<file path="src/rtl/de_regfile_scoreboard_pkg.sv">
// Shared definitions for the decode-stage register file and RAW scoreboard.
// Holds the default widths and the per-register counter operation encoding.
package de_regfile_scoreboard_pkg;

   localparam int unsigned DBITS_DEF     = 32;
   localparam int unsigned REGNOBITS_DEF = 5;
   localparam int unsigned REGWORDS_DEF  = 32;
   localparam int unsigned CNTBITS_DEF   = 2;

   typedef enum logic [1:0] {
      CNT_HOLD,
      CNT_INC,
      CNT_DEC
   } cnt_op_t;

   // An issue and a retire to the same register in one cycle cancel out.
   function automatic cnt_op_t cnt_op(input logic inc, input logic dec);
      if (inc && !dec) return CNT_INC;
      if (dec && !inc) return CNT_DEC;
      return CNT_HOLD;
   endfunction

endpackage

</file>
<file path="src/rtl/de_regfile_scoreboard_sb_counter_bank.sv">
// Per-register in-flight write counters with saturation and a sticky error.
// eff_busy discounts a write retiring this cycle so the WB bypass covers it.
module sb_counter_bank
   import de_regfile_scoreboard_pkg::*;
#(
   parameter int unsigned REGNOBITS = REGNOBITS_DEF,
   parameter int unsigned REGWORDS  = REGWORDS_DEF,
   parameter int unsigned CNTBITS   = CNTBITS_DEF
) (
   input  logic                 clk,
   input  logic                 reset,
   input  logic                 inc_en,
   input  logic [REGNOBITS-1:0] inc_no,
   input  logic                 dec_en,
   input  logic [REGNOBITS-1:0] dec_no,
   output logic [REGWORDS-1:0]  eff_busy,
   output logic                 error
);

   localparam logic [CNTBITS-1:0] CNT_MAX = '1;

   logic [CNTBITS-1:0]  cnt [REGWORDS];
   logic [REGWORDS-1:0] inc_hit;
   logic [REGWORDS-1:0] dec_hit;

   // Entry 0 is x0: never hit, never busy.
   always_comb begin
      inc_hit  = '0;
      dec_hit  = '0;
      eff_busy = '0;
      for (int unsigned r = 1; r < REGWORDS; r++) begin
         inc_hit[r]  = inc_en && (inc_no == REGNOBITS'(r));
         dec_hit[r]  = dec_en && (dec_no == REGNOBITS'(r));
         eff_busy[r] = cnt[r] > CNTBITS'(dec_hit[r]);
      end
   end

   always_ff @(posedge clk) begin
      if (reset) begin
         for (int unsigned r = 0; r < REGWORDS; r++) cnt[r] <= '0;
         error <= 1'b0;
      end else begin
         for (int unsigned r = 1; r < REGWORDS; r++) begin
            case (cnt_op(inc_hit[r], dec_hit[r]))
               CNT_INC: begin
                  if (cnt[r] == CNT_MAX) error <= 1'b1;
                  else                   cnt[r] <= cnt[r] + 1'b1;
               end
               CNT_DEC: begin
                  if (cnt[r] == '0) error <= 1'b1;
                  else              cnt[r] <= cnt[r] - 1'b1;
               end
               default: ;
            endcase
         end
      end
   end

endmodule

</file>
<file path="src/rtl/de_regfile_scoreboard.sv">
// Decode-stage GPR file with WB commit, same-cycle WB bypass on both reads,
// and a RAW-hazard stall driven by the in-flight write scoreboard.
module de_regfile_scoreboard
   import de_regfile_scoreboard_pkg::*;
#(
   parameter int unsigned DBITS     = DBITS_DEF,
   parameter int unsigned REGNOBITS = REGNOBITS_DEF,
   parameter int unsigned REGWORDS  = REGWORDS_DEF,
   parameter int unsigned CNTBITS   = CNTBITS_DEF
) (
   input  logic                 clk,
   input  logic                 reset,
   input  logic                 wb_wr_reg,
   input  logic [REGNOBITS-1:0] wb_wregno,
   input  logic [DBITS-1:0]     wb_regval,
   input  logic [REGNOBITS-1:0] rs1_no,
   input  logic [REGNOBITS-1:0] rs2_no,
   input  logic                 rs1_used,
   input  logic                 rs2_used,
   input  logic                 issue_valid,
   input  logic                 issue_wr_reg,
   input  logic [REGNOBITS-1:0] issue_rd,
   output logic [DBITS-1:0]     rs1_data,
   output logic [DBITS-1:0]     rs2_data,
   output logic                 stall_DE,
   output logic                 sb_error
);

   logic [DBITS-1:0]    gpr [REGWORDS];
   logic [REGWORDS-1:0] eff_busy;

   sb_counter_bank #(
      .REGNOBITS (REGNOBITS),
      .REGWORDS  (REGWORDS),
      .CNTBITS   (CNTBITS)
   ) u_sb (
      .clk      (clk),
      .reset    (reset),
      .inc_en   (issue_valid && issue_wr_reg),
      .inc_no   (issue_rd),
      .dec_en   (wb_wr_reg),
      .dec_no   (wb_wregno),
      .eff_busy (eff_busy),
      .error    (sb_error)
   );

   always_ff @(posedge clk) begin
      if (reset) begin
         for (int unsigned r = 0; r < REGWORDS; r++) gpr[r] <= '0;
      end else if (wb_wr_reg && (wb_wregno != '0)) begin
         gpr[wb_wregno] <= wb_regval;
      end
   end

   always_comb begin
      rs1_data = gpr[rs1_no];
      rs2_data = gpr[rs2_no];
      if (wb_wr_reg && (wb_wregno == rs1_no)) rs1_data = wb_regval;
      if (wb_wr_reg && (wb_wregno == rs2_no)) rs2_data = wb_regval;
      if (rs1_no == '0) rs1_data = '0;
      if (rs2_no == '0) rs2_data = '0;
   end

   assign stall_DE = (rs1_used && eff_busy[rs1_no]) || (rs2_used && eff_busy[rs2_no]);

endmodule

</file>
<file path="config.mk">
export PLATFORM = sky130hd
export DESIGN_NAME = de_regfile_scoreboard
export DESIGN_NICKNAME = d
export VERILOG_FILES = /design/src/rtl/de_regfile_scoreboard_pkg.sv /design/src/rtl/de_regfile_scoreboard_sb_counter_bank.sv /design/src/rtl/de_regfile_scoreboard.sv
export SDC_FILE = /design/constraint.sdc
export NUM_CORES = 2
export LEC_CHECK = 0
export ABC_AREA = 1
export ABC_CLOCK_PERIOD_IN_PS = 3850
export CAP_MARGIN = 20
export CORE_MARGIN = 2
export CORE_UTILIZATION = 40
export CTS_CLUSTER_SIZE = 10
export DETAILED_ROUTE_END_ITERATION = 7
export PLACE_DENSITY = 0.6
export SYNTH_ARGS = -nofsm -noshare
export SYNTH_HDL_FRONTEND = slang
export SYNTH_HIERARCHICAL = 1
export SYNTH_SLANG_ARGS = --single-unit
</file>
<file path="constraint.sdc">
create_clock -name clk -period 3.85 [get_ports clk]
set_input_delay 0.5775 -clock clk [delete_from_list [all_inputs] [get_ports clk]]
set_output_delay 0.5775 -clock clk [all_outputs]
set_load 0.005 [all_outputs]
</file>
==> run metrics <==
largest net degree at the start of global routing=93; Reg2Reg Capture Point=u_sb/error; WS Path Type=in -> out; Worst Skew=8.84 ps; CP required=3270 ps; Final min period=3620 ps; first-pass GRT wire length=370 mm; core area=0.161 mm^2; WHS Path Cells=1; chip height=406 um; full die area=0.165 mm^2; placed cell count=10399; register area share after synthesis=50.5%; Power Density=409 mW/mm^2; Clk Latency, worst-skew pair=790 ps; Synth Warn #=6; Vias/cell=5.74; overall routing resource usage=30.4%; synthesized instance count=8397; Yosys reg bits=1087; Slew HR=27.0%; r2r worst-path depth=10; Max Clock Freq=276 MHz; most frequent cells in the layout=1825 x nand2_1, 1637 x nor2_1, 1086 x edfxtp_1; total gr overflow=0; Setup TNS Final=0 ps; worst min path class=in -> reg; Post-Layout Inst Area=0.0742 mm^2; Post-Syn Area per Cell=7.70 um^2; post-place instance area=0.0700 mm^2; row cnt=147; post-synth cell types=37; Avg WL per Cell=24.1 um; Die W=406 um; Fillers=15472; top_reg_cell synth=edfxtp_1; violated checks=DRC; share of cells above drive strength 1=8.40%; GPL Wtd Cong=0.880; Final #Nets=8537; hpwl dp=159 mm; slew at the pin with the worst max-slew slack=1090 ps; clk sinks=1087; vias in the first global route=57010; clk root buf=clkbuf_16; CTS tree=done; initial antenna violation count=7; drt drc=2; Area Growth Syn to Fin=14.8%; commonest non-fill, non-tap cell in the layout=nand2_1; initial core utilization=40.3%; maximum vdd drop=338 uV; final worst-path cycle share=94.0%; Worst R2R Setup Slack=2160 ps; drt pass-1 iters=8; Setup Viol. Count Final=0; final core utilization=46.2%; share of flip-flops with an asynchronous set or reset=0%; Worst R2R Start=u_sb/cnt[1][17]; area of the mapped netlist=0.0646 mm^2; arrival time worst endpoint=3040 ps; DR iter-0 viols=8863; status=complete, but fails checks; WHS Endpoint=gpr[0][12]; Port Buf Inserts=124; clock slew at reported path FFs=60 ps; max-slew violation count=0; DRT Wirelength=256 mm; Finished Layout Cells=10611; Hold Startpoint=reset; via count=60875; critical path peak fanout=11; Final Hold Viols=0; startpoint types=input pin; Post-synth EDFFs=1086; TritonCTS Buffers=134; leakage=31.3 nW; # IOs=125; Final ANT Viol Nets=0; Setup crit start=wb_wr_reg; maxcap violations=0; clk buf depth=3; unrepaired setup endpoints after global routing=false; crit end category=output pin; CTS H-tree depth=4
## state kept, by name, summed over array words and instances, names as in the netlist
signal	cells
u_sb/error	1
u_sb/cnt	62
gpr	1024
## worst max-delay path: stages
cell	delay (ps)
clkdlybuf4s50_1	500
buf_4	130
nand2_1	100
buf_4	230
nor2_1	170
ha_1	250
o21bai_1	170
inv_1	60
nand2_1	50
o21ai_0	70
o21ai_0	160
nand2_1	70
nand2_1	70
nor2_1	50
nand2_1	50
nand3_1	80
nand2_2	110
buf_2	150
## timing repair
action                     4_1_cts  5_1_grt
pin swaps                        1        2
gates resized for setup          7       40
setup buffers                    2        0
hold buffers                     0        0
setup endpoints to repair        2        1
## how the worst max path moves through the flow
stage | endpoint | slack (ps) | cells after the start
after detailed placement | stall_DE | -390 | 17
after CTS | stall_DE | 40 | 17
after global placement | stall_DE | -360 | 17
after floorplan | gpr[26][0] | 940 | 8
final | stall_DE | 230 | 18
after global routing | stall_DE | 30 | 17
## synthesized netlist by cell type (all sizes together), types with 5 or more instances
| cell | instances | area, um^2 |
|---|---|---|
| a211o | 6 | 52.6 |
| a211oi | 22 | 165 |
| a21oi | 296 | 1490 |
| a31oi | 14 | 87.6 |
| buf | 202 | 931 |
| clkbuf | 469 | 1760 |
| edfxtp | 1086 | 32600 |
| ha | 92 | 1150 |
| inv | 779 | 2920 |
| nand2 | 1892 | 7120 |
| nand3 | 1050 | 5260 |
| nor2 | 1663 | 6270 |
| nor3 | 11 | 60.1 |
| o211ai | 213 | 1600 |
| o21ai | 510 | 2560 |
| o21bai | 14 | 105 |
| o22ai | 5 | 31.3 |
| or2 | 55 | 344 |
## where the power goes
part	internal, W	leakage (nW)	switching (W)
logic	0.00141	19.0	0.00312
registers	0.0137	10.4	0.000289
clock network	0.00666	1.88	0.00516
total	0.0217	31.3	0.00857
## routing by layer
layer | part of all wire (%) | GRT usage [%] | wire (um) | vias to the layer above
met2 | 44 | 46.5 | 111000 | 3933
li1 | - | - | - | 27437
met4 | 5.5 | 15.2 | 14000 | 2
met3 | 12 | 7.74 | 31800 | 781
met5 | 0.0055 | 0 | 14 | -
met1 | 39 | 40.0 | 98500 | 28722
## stage by stage
step | setup WS (ps) | power, W | hold slack [ps]
6_report | 232 | 0.0303 | 259
5_1_grt | 33.5 | 0.0312 | 225
4_1_cts | 35.6 | 0.0303 | 199
3_5_place_dp | -385 | 0.0186 | 578
3_3_place_gp | -360 | 0.0185 | 572
2_1_floorplan | 936 | 0.0166 | 551
## cells by family (layout without fill, tap and decap cells)
group           count (synthesis)  in the layout  share of synthesized area [%]
compound gates               1081           1081                           9.43
other cells                     2             34                         0.0116
fa+ha+maj                      92             92                           1.78
flops                        1087           1087                           50.5
xor+xnor                        2              2                         0.0271
buf+inv                      1454           1476                           8.71
simple gates                 4679           4679                           29.6
## area by class of cell
class | count | area (um^2) | area share [%]
flip-flops and latches | 1087 | 32600 | 44.0
multi-input cells | 5887 | 26800 | 36.1
repair buffers | 493 | 5240 | 7.06
clock buffers | 170 | 3530 | 4.76
inverters | 783 | 2970 | 4.00
well taps | 2160 | 2700 | 3.64
clock inverters | 30 | 362 | 0.487
diodes | 1 | 2.50 | 0.00337
Power figures use the tool's default switching activity.
